<file path="config.mk">
export PLATFORM = sky130hd
export DESIGN_NAME = trena_rx_parser
export DESIGN_NICKNAME = d
export VERILOG_FILES = /design/src/rtl/trena_rx_pkg.sv /design/src/rtl/trena_rx_timeout.sv /design/src/rtl/trena_rx_parser.sv
export SDC_FILE = /design/constraint.sdc
export NUM_CORES = 1
export LEC_CHECK = 0
export ABC_AREA = 1
export CORE_ASPECT_RATIO = 0.7
export CORE_MARGIN = 10
export CORE_UTILIZATION = 51
export CTS_CLUSTER_DIAMETER = 200
export DETAILED_ROUTE_END_ITERATION = 6
export PLACE_DENSITY = 0.88
export SLEW_MARGIN = 20
export SYNTH_ARGS = -nofsm -noshare
export SYNTH_HDL_FRONTEND = slang
export SYNTH_HIERARCHICAL = 1
export SYNTH_SLANG_ARGS = --single-unit
</file>
<file path="constraint.sdc">
create_clock -name clock -period 2.2 [get_ports clock]
set_clock_uncertainty 0.2 [all_clocks]
set_input_delay 0.44 -clock clock [delete_from_list [all_inputs] [get_ports clock]]
set_output_delay 0.44 -clock clock [all_outputs]
set_load 0.02 [all_outputs]
</file>
<file path="src/rtl/trena_rx_pkg.sv">
// Shared constants for the trena receive parser: FSM state codes, ASCII limits
// and the digit test used to classify incoming bytes.
package trena_rx_pkg;

   localparam logic [2:0] ST_IDLE   = 3'd0;
   localparam logic [2:0] ST_DIG1   = 3'd1;
   localparam logic [2:0] ST_DIG2   = 3'd2;
   localparam logic [2:0] ST_TERM   = 3'd3;
   localparam logic [2:0] ST_FIM    = 3'd4;
   localparam logic [2:0] ST_ERRO   = 3'd5;
   localparam logic [2:0] ST_RESYNC = 3'd6;

   localparam logic [7:0] ASCII_ZERO         = 8'h30;
   localparam logic [7:0] ASCII_NOVE         = 8'h39;
   localparam logic [7:0] TERMINADOR_PADRAO  = 8'h23;

   function automatic logic eh_digito(input logic [7:0] b);
      return (b >= ASCII_ZERO) && (b <= ASCII_NOVE);
   endfunction

endpackage

</file>
<file path="src/rtl/trena_rx_timeout.sv">
// Inter-byte timeout down-counter: reloads on clear, counts while enabled and
// flags fim on the last cycle of the window.
module trena_rx_timeout #(
   parameter int unsigned CICLOS = 50000000
) (
   input  logic clock_i,
   input  logic reset_i,
   input  logic limpa_i,
   input  logic habilita_i,
   output logic fim_o
);

   localparam int W = (CICLOS > 1) ? $clog2(CICLOS) : 1;
   localparam logic [W-1:0] CARGA = W'(CICLOS - 1);

   logic [W-1:0] cont_q, cont_d;

   always_comb begin
      cont_d = cont_q;
      if (limpa_i)
         cont_d = CARGA;
      else if (habilita_i && (cont_q != '0))
         cont_d = cont_q - 1'b1;
   end

   always_ff @(posedge clock_i) begin
      if (reset_i)
         cont_q <= CARGA;
      else
         cont_q <= cont_d;
   end

   assign fim_o = habilita_i && !limpa_i && (cont_q == '0);

endmodule

</file>
<file path="src/rtl/trena_rx_parser.sv">
// Parses "DDD#" frames from a UART byte stream into 3 BCD digits with error
// flagging and resync. Optional inter-byte timeout under TRENA_RX_TIMEOUT_EN.
module trena_rx_parser
   import trena_rx_pkg::*;
#(
   parameter int unsigned TIMEOUT_CICLOS = 50000000,
   parameter logic [7:0]  TERMINADOR     = TERMINADOR_PADRAO
) (
   input  logic        clock,
   input  logic        reset,
   input  logic [7:0]  rx_dado,
   input  logic        rx_pronto,
   input  logic        limpa,
   output logic [11:0] medida,
   output logic        medida_valida,
   output logic        medida_ok,
   output logic        erro,
   output logic [7:0]  contagem_erros,
   output logic [2:0]  db_estado
);

   logic [2:0]  estado_q, estado_d, alvo_q, alvo_d, base;
   logic [11:0] digitos_q, digitos_d, medida_q, medida_d;
   logic [7:0]  cont_q, cont_d;
   logic        valida_q, ok_q, ok_d, erro_q;
   logic        eh_dig, eh_term, timeout, habilita;

   assign eh_dig   = eh_digito(rx_dado);
   assign eh_term  = (rx_dado == TERMINADOR);
   assign habilita = (estado_q == ST_DIG1) || (estado_q == ST_DIG2) || (estado_q == ST_TERM);

`ifdef TRENA_RX_TIMEOUT_EN
   trena_rx_timeout #(.CICLOS(TIMEOUT_CICLOS)) u_timeout (
      .clock_i    (clock),
      .reset_i    (reset),
      .limpa_i    (rx_pronto || !habilita),
      .habilita_i (habilita),
      .fim_o      (timeout)
   );
`else
   // Without the timer the parameter only exists for interface compatibility.
   assign timeout = 1'b0 & (TIMEOUT_CICLOS == 0) & habilita;
`endif

   // FIM and ERRO last one cycle; a byte arriving then is judged by the state that follows.
   always_comb begin
      base = estado_q;
      if (estado_q == ST_FIM)
         base = ST_IDLE;
      else if (estado_q == ST_ERRO)
         base = alvo_q;
      else if (estado_q > ST_RESYNC)
         base = ST_IDLE;

      estado_d  = base;
      alvo_d    = alvo_q;
      digitos_d = digitos_q;

      if (rx_pronto) begin
         case (base)
            ST_IDLE: begin
               if (eh_dig) begin
                  digitos_d = {digitos_q[7:0], rx_dado[3:0]};
                  estado_d  = ST_DIG1;
               end else if (!eh_term) begin
                  estado_d = ST_ERRO;
                  alvo_d   = ST_RESYNC;
               end
            end
            ST_DIG1, ST_DIG2: begin
               if (eh_dig) begin
                  digitos_d = {digitos_q[7:0], rx_dado[3:0]};
                  estado_d  = (base == ST_DIG1) ? ST_DIG2 : ST_TERM;
               end else begin
                  estado_d = ST_ERRO;
                  alvo_d   = eh_term ? ST_IDLE : ST_RESYNC;
               end
            end
            ST_TERM: begin
               if (eh_term) begin
                  estado_d = ST_FIM;
               end else begin
                  estado_d = ST_ERRO;
                  alvo_d   = ST_RESYNC;
               end
            end
            ST_RESYNC: begin
               if (eh_term)
                  estado_d = ST_IDLE;
            end
            default: estado_d = ST_IDLE;
         endcase
      end else if (timeout) begin
         estado_d  = ST_ERRO;
         alvo_d    = ST_IDLE;
         digitos_d = '0;
      end
   end

   // Publishing a frame takes priority over limpa; limpa takes priority over counting.
   always_comb begin
      medida_d = medida_q;
      ok_d     = ok_q;
      cont_d   = cont_q;
      if (estado_d == ST_FIM) begin
         medida_d = digitos_q;
         ok_d     = 1'b1;
      end else if (limpa) begin
         medida_d = '0;
         ok_d     = 1'b0;
      end
      if (limpa)
         cont_d = '0;
      else if ((estado_d == ST_ERRO) && (cont_q != 8'hFF))
         cont_d = cont_q + 8'd1;
   end

   always_ff @(posedge clock) begin
      if (reset) begin
         estado_q  <= ST_IDLE;
         alvo_q    <= ST_IDLE;
         digitos_q <= '0;
         medida_q  <= '0;
         valida_q  <= 1'b0;
         ok_q      <= 1'b0;
         erro_q    <= 1'b0;
         cont_q    <= '0;
      end else begin
         estado_q  <= estado_d;
         alvo_q    <= alvo_d;
         digitos_q <= digitos_d;
         medida_q  <= medida_d;
         valida_q  <= (estado_d == ST_FIM);
         ok_q      <= ok_d;
         erro_q    <= (estado_d == ST_ERRO);
         cont_q    <= cont_d;
      end
   end

   assign medida         = medida_q;
   assign medida_valida  = valida_q;
   assign medida_ok      = ok_q;
   assign erro           = erro_q;
   assign contagem_erros = cont_q;
   assign db_estado      = estado_q;

endmodule

</file>
==> impl_results.md <==
- Status: finished, final reports clean
- CP cell instances: clkdlybuf4s50_1
- Hold Crit Class: reg2reg
- Pre-CTS setup slack: -110 ps
- RSZ-0062 raised after global routing: no
- WP data arrival: about 1500 ps
- Nets: 323
- Synth warn: 6
- Full die area: 6610 um^2
- CTS Buf Count: 5
- Clock-pin slew on the worst setup and hold paths: 80 ps
- Reg power frac: 51.7%
- Critical Path RT: 1560 ps
- Worst Hold End: digitos_q[10]
- DR vias: 1803
- R2R setup slack: 230 ps
- Die width: 93.0 um
- Final setup fails: 0
- Post-DP HPWL: 3360 um
- Synthesized area: ~1900 um^2
- Clk sink count: 39
- Worst setup margin: roughly 99 ps
- HP Start: digitos_q[10]
- Placement Cell Area: 2400 um^2
- Reg-to-reg critical path startpoint: db_estado[0]
- FILL cells: 312
- Initial DRC Count: 106
- Power Internal: 1.03 mW
- Unique masters post-synth: 27
- Max Cap Viol: 0
- Clock Path Buffers: 2
- Multi-input logic area: 932 um^2
- Crit path time final: 2100 ps
- #FFs+latches synth: 39
- Area grow syn2layout: 30.7%
- CTS tree: built
- Crit path max-delay family: buffers and inverters
- Period utilization: 95.5%
- CP peak stage delay: around 670 ps
- Share of cells above drive strength 1: 14.5%
- CP Max Fanout: 8
- Total negative slack: 0 ps
- Die height: 71.1 um
- Hold-critical path depth: 2
- Final Max Slew Viols: 0
- Slowest CP cell: clkdlybuf4s50_1
- Clock latency on the worst-skew pair: 300 ps
- Syn avg cell area: ~7.3 um^2
- Postcts setup bufs: 0
- # DRC: 0
- Ports: 38
- VDD IR-drop max: between 0.3 and 0.4 mV
- DR WL/cell: 12.4 um
- Inserted Diodes: 0
- Clock share of power: roughly 34%
- Pwr Density: 571 nW/um^2
- CP Depth: 1
- Worst-Margin Slew: 367 ps
- Gpl congestion: 0.886
- Reg-to-Reg End: medida[9]
- Number of global-route vias before repair: 1716
- Detail Route Antenna Nets: 0
- Seq/Total Area, Yosys: approximately two fifths
- Critical path type: reg2out
- Largest net degree at the start of global routing: 25
- Initial antenna violation count: 0
- Htree depth: 2
- Std-Cell Rows: 18
- Worst Setup Start Kind: flip-flop
- # port buffers: 37
- F_max: 476 MHz
- Final wirelength: 4460 um
- Post-CTS Hold Buffers: 0
- Sw Pwr: 388 uW
- Via density: between 4 and 5
- CP bufs+invs: 1
- TritonRoute pass-1 iters: 4
- Final Hold Violating Endpoints: 0
- Root Buffer: clkbuf_8
- Cell count after synthesis: 260
- Switching Fraction: a little over a quarter
- Post_cts resized: 0
- Core Region: about 3600 um^2
- Combinational share of power: 14.6%
- CP Capture Type: output pin
- First-pass GRT wire length: between 7000 and 8000 um
- Synth Net Count: 273
- Total chip power: 1.42 mW
- Total GRT Usage: around 14%
- Slew HR: between 70 and 80%
- FF+latch area: a little under 800 um^2
- Remaining global-route overflow: 0
- Final instance area: 2480 um^2
- LEAKAGE: 1.04 nW
- R2R depth: 12
- Initial Utilization: 53.4%
-- power by group through the flow --
stage | combinational, mW | sequential, mW | clock, mW
3_3_place_gp | 0.203 | 0.748 | 0
4_1_cts | 0.208 | 0.733 | 0.489
6_report | 0.207 | 0.733 | 0.478
5_1_grt | 0.229 | 0.735 | 0.520
3_5_place_dp | 0.207 | 0.749 | 0
2_1_floorplan | 0.114 | 0.758 | 0
-- layout by cell type, fill, tap and decap left out --
cell type and count:
nand2_1 53, dfxtp_1 39, clkdlybuf4s50_1 37, inv_1 35
nand3_1 27, nor2_1 22, a21oi_1 20, o21ai_0 14
buf_4 13, nand3_2 10, nand4_1 7, nand2_2 6
clkbuf_8 5, xor2_1 3, nor2_2 2, o21ai_1 2
xnor2_1 2, nor3_1 2, inv_2 1, nand2_4 1
a21oi_2 1, nor2_4 1, nor3b_4 1, nand3_4 1
o211ai_1 1, ha_1 1, clkinvlp_4 1, clkinv_2 1
clkbuf_1 1, buf_12 1
-- cell type report --
cell class	instances	share of cell area (%)
clock buffers	6	2.92
inverters	36	5.44
clock inverters	2	0.504
well taps	50	2.52
multi-input cells	177	37.5
repair buffers	51	19.6
flip-flops and latches	39	31.4
-- Yosys cell counts, drive strengths merged --
cell / n / area (um^2)
nand2: 60 / 248
dfxtp: 39 / 781
nand3: 38 / 253
inv: 36 / 135
nor2: 25 / 106
a21oi: 21 / 109
o21ai: 16 / 80.1
nand4: 7 / 43.8
buf: 6 / 45.0
xor2: 3 / 26.3
clkbuf: 2 / 7.51
nor3: 2 / 10.0
xnor2: 2 / 17.5
ha: 1 / 12.5
nor3b: 1 / 18.8
o211ai: 1 / 7.51
-- sequential cells by signal, summed over array words and instances (netlist names) --
register and count:
medida_ok 1, medida_valida 1, digitos_q 12, contagem_erros 8, alvo_q 1, erro 1, medida 12, db_estado 3
-- kinds of logic after synthesis --
group	count (synthesis)	synth area share [%]
compound gates	38	10.3
xor+xnor	5	2.30
fa+ha+maj	1	0.658
buf+inv	44	9.87
flops	39	41.1
simple gates	133	35.7
-- per-stage QoR --
| step | util [%] | cells | hold slack, ps |
|---|---|---|---|
| after floorplan | - | 260 | 224 |
| after global placement | 67.4 | 353 | 233 |
| after detailed placement | 67.4 | 353 | 235 |
| after CTS | 69.8 | 361 | 247 |
| after global routing | 69.8 | 361 | 269 |
| final | 69.8 | 361 | 248 |
-- layer usage --
layer	GRT usage, %	wire, um
met4	7.00	90
met2	22.4	1990
met1	16.9	2110
met5	0	0
met3	3.90	269
-- worst max-delay path by stage --
stage	start	end
after CTS	db_estado[1]	db_estado[1]
after floorplan	db_estado[0]	medida[3]
final	db_estado[1]	db_estado[1]
after global placement	rx_dado[3]	medida[1]
after detailed placement	rx_dado[1]	medida[5]
after global routing	db_estado[1]	db_estado[1]
(Power assumes the default switching activity.)
